--- config.mk ---
export PLATFORM = sky130hd
export DESIGN_NAME = mgmt_rr_arbiter
export DESIGN_NICKNAME = d
export VERILOG_FILES = /design/src/rtl/mgmt_rr_arbiter.sv
export SDC_FILE = /design/constraint.sdc
export NUM_CORES = 1
export LEC_CHECK = 0
export ABC_AREA = 0
export CORE_AREA = 2 2 522 524
export CTS_BUF_LIST = sky130_fd_sc_hd__clkbuf_8
export DETAILED_ROUTE_END_ITERATION = 8
export DIE_AREA = 0 0 524 526
export PLACE_DENSITY = 0.31
export SYNTH_ARGS = -nofsm -noshare
export SYNTH_HDL_FRONTEND = slang
export SYNTH_SLANG_ARGS = --single-unit
--- constraint.sdc ---
create_clock -name axi_aclk -period 3.74 [get_ports axi_aclk]
set_input_delay 0.748 -clock axi_aclk [delete_from_list [all_inputs] [get_ports axi_aclk]]
set_output_delay 0.748 -clock axi_aclk [all_outputs]
set_load 0.05 [all_outputs]
--- src/rtl/mgmt_rr_arbiter.sv ---
// mgmt_rr_arbiter
// Merges two AXI4-Stream inputs onto one output stream. The grant changes only
// at packet boundaries. Weighted round robin: the pointer port keeps priority
// for "credit" packets, then the pointer moves to the other port and the credit
// is reloaded from that port's weight (a weight of 0 counts as 1).
// The data path is a zero-latency multiplexer selected by the FSM state.
module mgmt_rr_arbiter #(
    parameter int C_M_AXIS_DATA_WIDTH  = 256,
    parameter int C_S_AXIS_DATA_WIDTH  = 256,
    parameter int C_M_AXIS_TUSER_WIDTH = 128,
    parameter int C_S_AXIS_TUSER_WIDTH = 128,
    parameter int C_S_AXI_DATA_WIDTH   = 32
) (
    input  logic                              axi_aclk,
    input  logic                              axi_areset,
    output logic [C_M_AXIS_DATA_WIDTH-1:0]    m_axis_tdata,
    output logic [C_M_AXIS_DATA_WIDTH/8-1:0]  m_axis_tstrb,
    output logic [C_M_AXIS_TUSER_WIDTH-1:0]   m_axis_tuser,
    output logic                              m_axis_tvalid,
    output logic                              m_axis_tlast,
    input  logic                              m_axis_tready,
    input  logic [C_S_AXIS_DATA_WIDTH-1:0]    s_axis_tdata_0,
    input  logic [C_S_AXIS_DATA_WIDTH/8-1:0]  s_axis_tstrb_0,
    input  logic [C_S_AXIS_TUSER_WIDTH-1:0]   s_axis_tuser_0,
    input  logic                              s_axis_tvalid_0,
    input  logic                              s_axis_tlast_0,
    output logic                              s_axis_tready_0,
    input  logic [C_S_AXIS_DATA_WIDTH-1:0]    s_axis_tdata_1,
    input  logic [C_S_AXIS_DATA_WIDTH/8-1:0]  s_axis_tstrb_1,
    input  logic [C_S_AXIS_TUSER_WIDTH-1:0]   s_axis_tuser_1,
    input  logic                              s_axis_tvalid_1,
    input  logic                              s_axis_tlast_1,
    output logic                              s_axis_tready_1,
    input  logic [C_S_AXI_DATA_WIDTH-1:0]     ctrl_reg,
    output logic [C_S_AXI_DATA_WIDTH-1:0]     pkt_cnt_0,
    output logic [C_S_AXI_DATA_WIDTH-1:0]     pkt_cnt_1,
    output logic [1:0]                        grant_state
);

    typedef enum logic [1:0] {
        IDLE  = 2'b00,
        SEND0 = 2'b01,
        SEND1 = 2'b10
    } state_t;

    localparam logic [C_S_AXI_DATA_WIDTH-1:0] CNT_ZERO = {C_S_AXI_DATA_WIDTH{1'b0}};
    localparam logic [C_S_AXI_DATA_WIDTH-1:0] CNT_ONE  = {{(C_S_AXI_DATA_WIDTH-1){1'b0}}, 1'b1};

    // A programmed weight of zero still grants one packet per turn.
    function automatic logic [7:0] eff_weight(input logic [7:0] weight);
        logic [7:0] result;
        if (weight == 8'd0) begin
            result = 8'd1;
        end else begin
            result = weight;
        end
        return result;
    endfunction

    state_t                          state_r;
    state_t                          state_nxt_s;
    logic                            ptr_r;
    logic                            ptr_nxt_s;
    logic [7:0]                      credit_r;
    logic [7:0]                      credit_nxt_s;
    logic [7:0]                      credit_dec_s;
    logic [7:0]                      other_weight_s;
    logic [C_S_AXI_DATA_WIDTH-1:0]   pkt_cnt_0_r;
    logic [C_S_AXI_DATA_WIDTH-1:0]   pkt_cnt_1_r;
    logic [C_S_AXI_DATA_WIDTH-1:0]   pkt_cnt_0_nxt_s;
    logic [C_S_AXI_DATA_WIDTH-1:0]   pkt_cnt_1_nxt_s;
    logic                            elig0_s;
    logic                            elig1_s;
    logic                            ptr_elig_s;
    logic                            other_elig_s;
    logic                            last0_s;
    logic                            last1_s;
    logic                            pkt_done_s;
    logic                            inc0_s;
    logic                            inc1_s;
    logic                            cnt_clr_s;
    logic                            unused_ctrl_s;

    assign elig0_s        = ctrl_reg[0] & s_axis_tvalid_0;
    assign elig1_s        = ctrl_reg[1] & s_axis_tvalid_1;
    assign ptr_elig_s     = ptr_r ? elig1_s : elig0_s;
    assign other_elig_s   = ptr_r ? elig0_s : elig1_s;
    assign other_weight_s = ptr_r ? eff_weight(ctrl_reg[15:8]) : eff_weight(ctrl_reg[23:16]);
    assign credit_dec_s   = credit_r - 8'd1;
    assign cnt_clr_s      = ctrl_reg[31];
    assign last0_s        = s_axis_tvalid_0 & m_axis_tready & s_axis_tlast_0;
    assign last1_s        = s_axis_tvalid_1 & m_axis_tready & s_axis_tlast_1;
    assign inc0_s         = (state_r == SEND0) & last0_s;
    assign inc1_s         = (state_r == SEND1) & last1_s;
    assign pkt_done_s     = inc0_s | inc1_s;
    assign unused_ctrl_s  = ^{ctrl_reg[30:24], ctrl_reg[7:2]};

    assign grant_state = state_r;
    assign pkt_cnt_0   = pkt_cnt_0_r;
    assign pkt_cnt_1   = pkt_cnt_1_r;

    // Arbitration: next state, round-robin pointer and packet credit.
    always_comb begin
        state_nxt_s  = state_r;
        ptr_nxt_s    = ptr_r;
        credit_nxt_s = credit_r;
        case (state_r)
            IDLE: begin
                if (ptr_elig_s) begin
                    state_nxt_s = ptr_r ? SEND1 : SEND0;
                end else if (other_elig_s) begin
                    ptr_nxt_s    = ~ptr_r;
                    credit_nxt_s = other_weight_s;
                    state_nxt_s  = ptr_r ? SEND0 : SEND1;
                end else begin
                    state_nxt_s = IDLE;
                end
            end
            SEND0, SEND1: begin
                if (pkt_done_s) begin
                    state_nxt_s = IDLE;
                    if (credit_dec_s == 8'd0) begin
                        ptr_nxt_s    = ~ptr_r;
                        credit_nxt_s = other_weight_s;
                    end else begin
                        credit_nxt_s = credit_dec_s;
                    end
                end else begin
                    state_nxt_s = state_r;
                end
            end
            default: begin
                state_nxt_s = IDLE;
            end
        endcase
    end

    // Packet counters: count completed packets; the clear bit overrides counting.
    always_comb begin
        pkt_cnt_0_nxt_s = pkt_cnt_0_r;
        pkt_cnt_1_nxt_s = pkt_cnt_1_r;
        if (cnt_clr_s) begin
            pkt_cnt_0_nxt_s = CNT_ZERO;
            pkt_cnt_1_nxt_s = CNT_ZERO;
        end else begin
            if (inc0_s) begin
                pkt_cnt_0_nxt_s = pkt_cnt_0_r + CNT_ONE;
            end else begin
                pkt_cnt_0_nxt_s = pkt_cnt_0_r;
            end
            if (inc1_s) begin
                pkt_cnt_1_nxt_s = pkt_cnt_1_r + CNT_ONE;
            end else begin
                pkt_cnt_1_nxt_s = pkt_cnt_1_r;
            end
        end
    end

    // Stream multiplexer: the granted input is passed straight through.
    always_comb begin
        m_axis_tdata    = {C_M_AXIS_DATA_WIDTH{1'b0}};
        m_axis_tstrb    = {(C_M_AXIS_DATA_WIDTH/8){1'b0}};
        m_axis_tuser    = {C_M_AXIS_TUSER_WIDTH{1'b0}};
        m_axis_tvalid   = 1'b0;
        m_axis_tlast    = 1'b0;
        s_axis_tready_0 = 1'b0;
        s_axis_tready_1 = 1'b0;
        case (state_r)
            SEND0: begin
                m_axis_tdata    = s_axis_tdata_0;
                m_axis_tstrb    = s_axis_tstrb_0;
                m_axis_tuser    = s_axis_tuser_0;
                m_axis_tvalid   = s_axis_tvalid_0;
                m_axis_tlast    = s_axis_tlast_0;
                s_axis_tready_0 = m_axis_tready;
            end
            SEND1: begin
                m_axis_tdata    = s_axis_tdata_1;
                m_axis_tstrb    = s_axis_tstrb_1;
                m_axis_tuser    = s_axis_tuser_1;
                m_axis_tvalid   = s_axis_tvalid_1;
                m_axis_tlast    = s_axis_tlast_1;
                s_axis_tready_1 = m_axis_tready;
            end
            IDLE: begin
                m_axis_tvalid = 1'b0;
            end
            default: begin
                m_axis_tvalid = 1'b0;
            end
        endcase
    end

    // State, pointer, credit and counter registers; reset aborts any packet.
    always_ff @(posedge axi_aclk or posedge axi_areset) begin
        if (axi_areset) begin
            state_r     <= IDLE;
            ptr_r       <= 1'b0;
            credit_r    <= 8'd1;
            pkt_cnt_0_r <= CNT_ZERO;
            pkt_cnt_1_r <= CNT_ZERO;
        end else begin
            state_r     <= state_nxt_s;
            ptr_r       <= ptr_nxt_s;
            credit_r    <= credit_nxt_s;
            pkt_cnt_0_r <= pkt_cnt_0_nxt_s;
            pkt_cnt_1_r <= pkt_cnt_1_nxt_s;
        end
    end

endmodule

# Word level (Yosys, flattened, before mapping)
# Cells that the tools add are included.
[word_totals]
reg_bits = 75
input_bits = 871
output_inout_bits = 486
[classes]
add_sub_neg = 3
n_eq_ne = 6
mux = 32
bitwise_logic = 10
n_reduce_logical = 10
[op_table]
columns = ["op", "n"]
rows = [
  ["$pmux 256 s2", 1],
  ["$pmux 128 s2", 1],
  ["$mux 32", 4],
  ["$add 32x1->32 const B", 2],
  ["$pmux 32 s2", 1],
  ["$mux 8", 7],
  ["$logic_not 8->1", 3],
  ["$pmux 8 s2", 1],
  ["$mux 2", 5],
  ["$and 1x1->1", 8],
  ["$mux 1", 8],
  ["$ne 2x2->1 const B", 4],
  ["$sub 8x1->8 const B", 1],
  ["$pmux 1 s2", 3],
  ["$reduce_bool 2->1", 3],
  ["$reduce_and 5->1", 1],
  ["$pmux 2 s2", 1],
  ["$reduce_and 4->1", 1],
  ["$eq 2x1->1 const B", 1],
  ["$eq 2x2->1 const B", 1],
  ["$logic_not 2->1", 1],
  ["$reduce_or 2->1", 1],
  ["$not 1->1", 1],
  ["$or 1x1->1", 1],
]

# Depth between registers and ports, before layout
[depth]
depth_word = 6
mapped_depth = 10
depth_no_buf = 7

# Worst setup path after synthesis
# OpenSTA, ideal clock, no wires.
[synth_path]
path_type = "reg-to-output"
startpoint = "register state_r[0] (netlist: grant_state[0])"
endpoint = "output port m_axis_tstrb[0]"
t_arrival_ns = 2.634
required_time_ns = 2.992
path_slack_ns = 0.358
stages_incl_launch_ff = 7
path_buffers = 3
path_cell_list = "dfrtp_1 inv_1 ha_1 clkbuf_1 clkbuf_1 clkbuf_1 nor2b_1"
[synth_between]
elab_chain_cells = 2
elab_cells_between_ends = 3
[synth_lines]
columns = ["item", "line_no", "source"]
rows = [
  ["from (decl)", "60", "state_t state_r;"],
  ["from (signal assigned)", "203", "state_r <= state_nxt_s;"],
  ["$eq 2x2->1 / $eq 2x1->1 (equally long branches)", "168", "case (state_r)"],
  ["$pmux 32 s2 *", "168", ""],
  ["to (decl)", "17", "output logic [C_M_AXIS_DATA_WIDTH/8-1:0] m_axis_tstrb,"],
]
# Mark *: on every way between the ends. The rest lies on a longest branch, timed or not.

# Final worst setup path
[layout_path]
startpoint = "register state_r[1] (netlist: grant_state[1])"
endpoint = "output port m_axis_tstrb[3]"
# Same word-level chain as after synthesis.

==> impl_metrics.toml <==
[die]
die_h_um = 526
die_area_um2 = 276000
start_util = 0.0387
core_area_um2 = 270000
pin_count = 1357
fp.dieW_um = 524
fp-row-count = 191

[setup_path]
endpoint_kind = "output pin"
worst_r2r_endpoint = "pkt_cnt_1[23]$_DFFE_PP0P_"
worstPathArrival_ns = 2.80
crit_fanout = 45
r2r_slack_ns = 0.86
critPathKind = "reg -> out"
timing.rr.start = "grant_state[0]$_DFFE_PP0P_"
cpMostUsedCell = "buf_12"
cp_top_family = "buffers and inverters"
path_buf_inv = 5
crit_required_ns = 2.99
critPathLaunchType = "flop"
worstRegToRegCells = 9
slowest_stage = "a22oi_1"
crit_chain = "inv_1 -> ha_4 -> buf_12 -> buf_12 -> a22oi_1 -> buf_4 -> nor2b_1 -> buf_12"
critPathMaxStageDelay_ns = 0.62

[timing]
hold_viol = 0
worst_slack_ns = 0.196
finalSetupViolations = 0
max_freq_mhz = 282
fin_hold_ws_ns = 0.576
report.final.slew_viol_count = 0
period_share = 0.948
finalWorstPathRequiredPeriod_ns = 3.54
tns_ns = 0
skew_ns = 0.0326
rsz0062_at_grt = "false"
slew_headroom = 0.336
tightest_slew_ns = 0.996

[synth]
synthesis.area_um2 = 10400
postSynthAreaPerCell_um2 = 7.31
syn_inst = 1428
yosysWarningCount = 0
async_flop_share = 1.00
yosysUniqueCellTypes = 52
ys.flop_type = "dfrtp_1"
synth_seq_cells = 75
seq_area_frac_synth = 0.180
synthesis.nets = 2306
synth_edf_count = 0

[detailed_routing]
num_vias = 18600
first_pass_iters = 5
wl_per_cell_um = 34.2
wirelength_mm = 218
drcViolationCount = 0
vias_per_cell = 2.92
ant_nets = 0
drt_iter0_drc = 1179

[clock_tree]
cts_root_buf = "clkbuf_8"
htreeDepth = 3
clkLatencyLatePin_ns = 0.44
ctsHoldBuffers = 0
clock-sinks = 75
cts_tree = "done"
clk_pin_slew_ns = 0.09
cts_buffer_depth = 2
cts-buffers-inserted = 9

[min_path]
min_path_type = "reg -> reg"
worstHoldEndpoint = "pkt_cnt_1[26]$_DFFE_PP0P_"
min_from = "pkt_cnt_1[26]$_DFFE_PP0P_"
whs_path_depth = 2

[cells_and_area]
finish.utilization = 0.119
layout_common_cells = "clkdlybuf4s50_1 (921), nor2b_1 (421), a22oi_1 (417), buf_12 (325), buf_4 (214)"
final_common_cell = "clkdlybuf4s50_1"
area_delta_synth_final_pct = 207
final_cells = 6370
nets = 3622
layout-drive-gt1-share = 0.208

[pwr]
power_density_nw_per_um2 = 636
leakage_nw = 10.0
irDropWorstVdd_mv = 0.380

[grt]
grt_usage = 0.151
overflow = 0
grt_pass1_wl_mm = 257
grt_max_degree = 138
antenna_found_initial = 281
grt_pass1_vias = 18300

[run]
maxCapViolCount = 0

[placement]
place.gp.congestion = 0.959
portBuffers = 1343
hpwl_mm = 202
pre_cts_ws_ns = 0.311
dp_cells = 6300

[run_status]
outcome = "complete, no violations"
[how the worst max path moves through the flow]
stage	from	endpoint	slack, ns	depth (start not counted)
after floorplan	grant_state[0]$_DFFE_PP0P_	m_axis_tstrb[0]	0.36	6
after global placement	grant_state[0]$_DFFE_PP0P_	m_axis_tstrb[18]	0.31	6
after detailed placement	grant_state[0]$_DFFE_PP0P_	m_axis_tstrb[18]	0.31	6
after CTS	grant_state[1]$_DFFE_PP0P_	m_axis_tstrb[1]	0.09	8
after global routing	grant_state[1]$_DFFE_PP0P_	m_axis_tstrb[1]	0.03	8
final	grant_state[1]$_DFFE_PP0P_	m_axis_tstrb[3]	0.20	8
[repair_timing]
action,in CTS,in global routing
buffers inserted,3,0
resized for setup,1,0
endpoints found under the setup margin,14,0
[layer usage]
metal  vias to the layer above  part of all wire  global-route usage
met2                      1241              0.46               0.248
met4                       168             0.021              0.0268
met1                      8804              0.39               0.177
met3                       428              0.12              0.0774
met5                         -            0.0052                   0
li1                       7986                 -                   -
[stage by stage]
| stage | area [µm²] | power [mW] |
|---|---|---|
| floorplan | 10400 | 9.86 |
| global placement | 31600 | 20.0 |
| detailed placement | 31600 | 20.0 |
| CTS | 31900 | 20.8 |
| global route | 31900 | 21.4 |
| finish | 32000 | 20.4 |
[cells in the mapped netlist, drive strengths merged, types with 2 or more instances]
cell type  instances  area [µm²]
or3               19         119
nor4              14        87.6
nand2             30         113
and4               9        78.8
nor3              12        60.1
xnor2             26         228
nand3             24         125
inv               14        52.6
o211ai             2        15.0
o21a               3        22.5
o31ai              4        30.0
o221ai             4        35.0
a21oi             26         130
mux2i              5        50.1
a22oi            418        3140
nor2b            421        2630
and2               5        31.3
o21ai             26         130
and3              11        68.8
buf                7        40.0
dfrtp             74        1850
mux2               4        45.0
or2                2        12.5
nor2              47         176
a311o              2        20.0
a31oi              4        25.0
or4                7        56.3
a311oi             2        23.8
nand2b             3        18.8
nand4             22         138
clkbuf           149         559
ha                 7        87.6
xor2              14         123
[logic make-up (layout without fill, tap and decap cells)]
kind of cell               after synthesis  count (layout)  synth area share
AOI/OAI and AO/OA                      497             497             0.347
xor gates and xnor gates                40              40            0.0336
adders and majority gates                7               7           0.00839
buffers and inverters                  170            1491            0.0624
DFF                                     75              75             0.180
muxes                                    9               9           0.00911
other                                    0              51                 0
and+or+nand+nor                        630             630             0.360
[worst register-to-register path, delay by kind of cell (launching register included)]
| family | cells | cell delay, ns |
|---|---|---|
| AND/OR/NAND/NOR | 4 | 1.39 |
| buffers and inverters | 3 | 0.53 |
| flip-flops | 1 | 0.44 |
| adder cells (fa/ha/maj) | 1 | 0.25 |
| AO/OA/AOI/OAI | 1 | 0.17 |
[flip-flops by register name (all words and copies together), names as in the netlist]
signal,count
credit_r,8
grant_state,2
ptr_r,1
pkt_cnt_0,32
pkt_cnt_1,32
[power breakdown]
| group | internal (mW) | total (mW) | switching, mW |
|---|---|---|---|
| Clock | 0.253 | 0.678 | 0.426 |
| Combinational | 7.46 | 18.7 | 11.2 |
| Sequential | 0.881 | 1.00 | 0.124 |
| Total | 8.60 | 20.4 | 11.8 |
[final cells by class]
class / instances / area (µm²)
clock inverters: 7 / 61.3
inverters: 14 / 53.8
well taps: 3570 / 4470
diodes: 51 / 128
clock buffers: 9 / 124
repair buffers: 1461 / 17300
multi-input cells: 1183 / 7960
fillers: 30900 / 238000
flip-flops and latches: 75 / 1880
(Power assumes the default switching activity.)
